--- src/rtl/bcd2b_seq.sv ---
// Sequential BCD-to-binary converter: four packed BCD digits in, 16-bit binary out.
// Processes one digit per clock with a multiply-by-ten-and-accumulate datapath.
module bcd2b_seq (
  input  logic        clk_i,
  input  logic        rst_i,
  input  logic        start_i,
  input  logic [3:0]  thousands_i,
  input  logic [3:0]  hundreds_i,
  input  logic [3:0]  tens_i,
  input  logic [3:0]  ones_i,
  output logic [15:0] binary_o,
  output logic        busy_o,
  output logic        done_o,
  output logic        error_o
);

  typedef enum logic [0:0] {
    S_IDLE = 1'b0,
    S_CONV = 1'b1
  } state_t;

  state_t      r_state;
  state_t      w_state_nxt;

  logic [15:0] r_digits;
  logic [13:0] r_acc;
  logic [1:0]  r_cnt;
  logic        r_invalid;

  logic        w_start_accept;
  logic        w_last;
  logic [3:0]  w_digit;
  logic [13:0] w_acc_nxt;
  logic        w_invalid_in;
  logic        w_busy_nxt;
  logic        w_done_nxt;
  logic        w_load_result;

  function automatic logic digit_bad(input logic [3:0] d);
    return (d > 4'd9);
  endfunction

  assign w_start_accept = (r_state == S_IDLE) && start_i;
  assign w_last         = (r_cnt == 2'd3);
  assign w_invalid_in   = digit_bad(thousands_i) | digit_bad(hundreds_i) |
                          digit_bad(tens_i)      | digit_bad(ones_i);

  // Select the digit for this step, most significant first
  always_comb begin
    w_digit = 4'd0;
    case (r_cnt)
      2'd0:    w_digit = r_digits[15:12];
      2'd1:    w_digit = r_digits[11:8];
      2'd2:    w_digit = r_digits[7:4];
      2'd3:    w_digit = r_digits[3:0];
      default: w_digit = 4'd0;
    endcase
  end

  // acc*10 as (acc<<3)+(acc<<1); wraps harmlessly when the result is discarded
  assign w_acc_nxt = {r_acc[10:0], 3'b000} + {r_acc[12:0], 1'b0} + {10'd0, w_digit};

  // State register
  always_ff @(posedge clk_i or posedge rst_i) begin
    if (rst_i) begin
      r_state <= S_IDLE;
    end else begin
      r_state <= w_state_nxt;
    end
  end

  // Next-state logic
  always_comb begin
    w_state_nxt = r_state;
    case (r_state)
      S_IDLE: begin
        if (start_i) begin
          w_state_nxt = S_CONV;
        end else begin
          w_state_nxt = S_IDLE;
        end
      end
      S_CONV: begin
        if (w_last) begin
          w_state_nxt = S_IDLE;
        end else begin
          w_state_nxt = S_CONV;
        end
      end
      default: w_state_nxt = S_IDLE;
    endcase
  end

  // Output decode, registered below so no input reaches an output combinationally
  always_comb begin
    w_busy_nxt    = 1'b0;
    w_done_nxt    = 1'b0;
    w_load_result = 1'b0;
    case (r_state)
      S_IDLE: begin
        if (start_i) begin
          w_busy_nxt = 1'b1;
        end else begin
          w_busy_nxt = 1'b0;
        end
      end
      S_CONV: begin
        if (w_last) begin
          w_done_nxt    = 1'b1;
          w_load_result = 1'b1;
        end else begin
          w_busy_nxt = 1'b1;
        end
      end
      default: begin
        w_busy_nxt    = 1'b0;
        w_done_nxt    = 1'b0;
        w_load_result = 1'b0;
      end
    endcase
  end

  // Capture operands on start, then accumulate one digit per clock
  always_ff @(posedge clk_i or posedge rst_i) begin
    if (rst_i) begin
      r_digits  <= 16'h0000;
      r_acc     <= 14'd0;
      r_cnt     <= 2'd0;
      r_invalid <= 1'b0;
    end else if (w_start_accept) begin
      r_digits  <= {thousands_i, hundreds_i, tens_i, ones_i};
      r_acc     <= 14'd0;
      r_cnt     <= 2'd0;
      r_invalid <= w_invalid_in;
    end else if (r_state == S_CONV) begin
      r_acc     <= w_acc_nxt;
      r_cnt     <= r_cnt + 2'd1;
      r_invalid <= r_invalid;
    end else begin
      r_digits  <= r_digits;
      r_acc     <= r_acc;
      r_cnt     <= r_cnt;
      r_invalid <= r_invalid;
    end
  end

  // Registered outputs; result and error only move on the done edge
  always_ff @(posedge clk_i or posedge rst_i) begin
    if (rst_i) begin
      binary_o <= 16'h0000;
      busy_o   <= 1'b0;
      done_o   <= 1'b0;
      error_o  <= 1'b0;
    end else begin
      busy_o <= w_busy_nxt;
      done_o <= w_done_nxt;
      if (w_load_result) begin
        binary_o <= r_invalid ? 16'h0000 : {2'b00, w_acc_nxt};
        error_o  <= r_invalid;
      end else begin
        binary_o <= binary_o;
        error_o  <= error_o;
      end
    end
  end

endmodule

--- config.mk ---
export PLATFORM = sky130hd
export DESIGN_NAME = bcd2b_seq
export DESIGN_NICKNAME = d
export VERILOG_FILES = /design/src/rtl/bcd2b_seq.sv
export SDC_FILE = /design/constraint.sdc
export NUM_CORES = 1
export LEC_CHECK = 0
export BUFFER_PORTS_ARGS = -buffer_cell sky130_fd_sc_hd__buf_2
export CAP_MARGIN = 25
export CORE_MARGIN = 3
export CORE_UTILIZATION = 40
export DETAILED_ROUTE_END_ITERATION = 8
export PLACE_DENSITY = 0.57
export SYNTH_ARGS = -nofsm -noshare
export SYNTH_HDL_FRONTEND = slang
export SYNTH_SLANG_ARGS = --single-unit
export TNS_END_PERCENT = 20
--- constraint.sdc ---
create_clock -name clk_i -period 4.3 [get_ports clk_i]
set_clock_uncertainty 0.15 [all_clocks]
set_input_delay 0.215 -clock clk_i [delete_from_list [all_inputs] [get_ports clk_i]]
set_output_delay 0.215 -clock clk_i [all_outputs]
set_load 0.01 [all_outputs]
==> metrics.yaml <==
rr_worst_depth: 12
gp_congestion: 0.8607
crit_buf_inv: 1
combPwrFrac_pct: 62.4
die_h_um: 88.86
die_w_um: 88.86
max-cap-violations: 0
ant_nets: 0
num_vias: 2049
worstSetupEndpointType: "register"
crit_path_max_incr_delay_ns: 0.43
synthesis.area_um2: 2746
ys_seq_area_share_pct: 44.65
antenna_cells: 0
ys_async_sr_fraction_pct: 100.0
grt.overflow.total: 0
critical_path.most_common_cell: "ha_1"
worstMarginPinSlew_ns: 0.8918
clkSlewWorstSetupHoldPaths_ns: 0.10
drive_above_1_share_pct: 23.03
grt_max_degree: 33
wl_per_cell_um: 15.47
synth_top_area_cell: "dfrtp_1"
path_cells: "inv_1 -> ha_1 -> a222oi_1 -> a21oi_1 -> ha_1 -> ha_1 -> fa_1 -> a211oi_1 -> o21bai_1 -> o221a_4 -> or3_1 -> nand3_1"
drv_slew: 0
synth_ff_type: "dfrtp_1"
setup_viol: 0
hold_start: "tens_i[2]"
drtIter0Drc: 104
clock_sinks: 49
clkPwrFrac_pct: 9.5
hold_path_class: "input pin to register"
ir_drop_uv: 330.3
row_count: 29
met2_usage_pct: 26.45
path_max_fanout: 4
timing_hold_violations_final: 0
clockBufferDepth: 2
cp_slowest_cell: "fa_1"
grt.total_usage_pct: 16.42
ff2ff_setup_slack_ns: 0.75
yosys_warnings: 0
arrival_ns: 3.64
p_sw_share_pct: 44.71
viasPerCell: 5.378
coreArea_um2: 6495
syn_inst: 252
relSlewSlack_pct: 40.33
met3_usage_pct: 2.700
nets: 350
timing.rr.end: "r_acc[12]"
insertion_delay_ns: 0.30
layout_worst_path_cycle_share_pct: 82.55
dpl.hpwl_um: 4304
power_density_nw_per_um2: 908.0
cts_root_buf: "clkbuf_8"
final.setup.tns_ns: 0
synthToLayoutAreaGrowth_pct: 18.54
initial_core_util_pct: 42.28
status: "completed"
path_class: "register to register"
antenna_found_initial: 0
routed_wl_um: 5893
r2r-start: "r_cnt[0]"
crit_path_end: "r_acc[12]"
first_pass_iters: 4
rsz0062_at_grt: "false"
power_frac_seq_pct: 28.2
min_period_ns: 3.550
finalNonFillerCells: 381
grt_most_used_layer: "met2"
clock.fmax_mhz: 281.7
drc: 0
cts-htree-levels: 2
numCtsBuffers: 5
die_area_um2: 7896
holdWs_ns: 0.02124
p_int_w: 0.001634
synth_area_leaders: "dfrtp_1 (45%), ha_1 (12%), mux2_2 (7.4%), o21ai_0 (3.6%), a22o_1 (2.9%)"
cp.depth: 12
critPathLaunchType: "register"
path_delay_family: "adder cells"
nFillCells: 610
cts_tree: "done"
switchingPower_w: 0.001322
post-place-cells: 357
grt_pass1_vias: 2070
synth_area_per_cell_um2: 10.90
critPathRequiredTime_ns: 4.39
port_buffers: 35
yosys_register_bits: 49
yosysUniqueCellTypes: 43
startpoint: "r_cnt[0]"
io_pins: 38
grt_pass1_wl_um: 10080
grtUsageMet1_pct: 22.97
synth_top_area_share_pct: 44.65
p_leak_nw: 1.586
synth-edff-count: 0
## layer usage
metal | up-vias | routed length, um
met5 | - | 0
li1 | 1007 | -
met3 | 3 | 176
met1 | 998 | 2920
met2 | 41 | 2770
met4 | 0 | 27
## power by group through the flow
stage / Combinational (W) / Sequential [W] / Clock (W)
floorplan: 0.00143 / 0.000816 / 0
global placement: 0.00182 / 0.000844 / 0
detailed placement: 0.00183 / 0.000843 / 0
CTS: 0.00186 / 0.000835 / 0.000295
global route: 0.00209 / 0.000861 / 0.000312
finish: 0.00184 / 0.000832 / 0.000280
## cell families (layout without fill, tap and decap cells)
family | after synthesis | in the layout | share of synthesized area, %
and+or+nand+nor | 57 | 57 | 10.34
DFF | 49 | 49 | 44.65
xor gates and xnor gates | 10 | 10 | 3.189
buffers and inverters | 22 | 73 | 3.371
other | 1 | 2 | 0.1365
muxes | 19 | 19 | 7.745
AOI/OAI and AO/OA | 66 | 66 | 17.27
adders and majority gates | 28 | 28 | 13.30
## Yosys cell counts (2+ instances only)
master and n:
o21bai_1 2, buf_2 2, buf_4 2, dfrtp_1 49, o31ai_1 2, o21ai_1 2, nor2_1 13, xnor2_1 8
ha_1 26, nand3_1 3, fa_1 2, a222oi_1 4, a21oi_1 10, nand2b_1 10, nand2_1 18, a21o_1 6
o21ai_0 20, inv_1 11, nor2b_1 2, a22o_1 9, nor3b_1 4, nor4_1 2, xor2_1 2, mux2_2 18
clkbuf_1 7
## sequential cells by signal, summed over array words and instances, names as in the netlist
register / count
r_cnt: 2
binary_o: 14
r_acc: 13
r_digits: 16
r_invalid: 1
done_o: 1
busy_o: 1
error_o: 1
## layout make-up
| cell class | instances | area, um2 | area share, % |
|---|---|---|---|
| clock buffer | 5 | 68.82 | 2.114 |
| clock inverter | 3 | 21.27 | 0.6533 |
| inverter | 11 | 41.29 | 1.268 |
| multi-input combinational | 182 | 1431 | 43.97 |
| sequential | 49 | 1226 | 37.66 |
| tap | 77 | 96.34 | 2.959 |
| timing repair buffer | 54 | 370.4 | 11.38 |
## how the worst min path moves through the flow
stage               cells after the start  slack [ns]            to
floorplan                               1        0.22  r_digits[10]
detailed placement                      2        0.08   binary_o[9]
global route                            2        0.01   r_digits[6]
finish                                  2        0.02   r_digits[6]
global placement                        2        0.30   r_digits[4]
CTS                                     2       0.008   r_digits[6]
## through the flow
stage                     cell area [um2]  util, %  total power [W]  worst slack [ns]
after detailed placement             3005    46.27         0.002676            0.8040
final                                3256    50.13         0.002956            0.7504
after global placement               2985    45.96         0.002669            0.8623
after global routing                 3256    50.13         0.003263            0.5475
after CTS                            3256    50.13         0.002988            0.7588
after floorplan                      2750        -         0.002243             1.019
## what timing repair did
item / in CTS / in global routing
resized for setup: 0 / 0
setup buffers: 0 / 0
hold endpoints to repair: 32 / 0
hold buffers: 16 / 0
setup endpoints to repair: 0 / 0
## placed cells by master (no fill, tap or decap), types with 2 or more instances in the layout
cell and instances:
dlygate4sd3_1 16, nor3b_1 4, buf_4 2, xor2_1 2
nand3_1 3, o31ai_1 2, dfrtp_1 49, fa_1 2
mux2_2 18, nor2b_1 2, nor2_1 13, a21o_1 6
buf_2 35, clkbuf_8 5, a21oi_1 10, o21ai_1 2
o21bai_1 2, xnor2_1 8, nand2_1 18, inv_1 10
a22o_1 9, ha_1 26, conb_1 2, nand2b_1 10
o21ai_0 20, a222oi_1 4, nor4_1 2
Power figures use the tool's default switching activity.
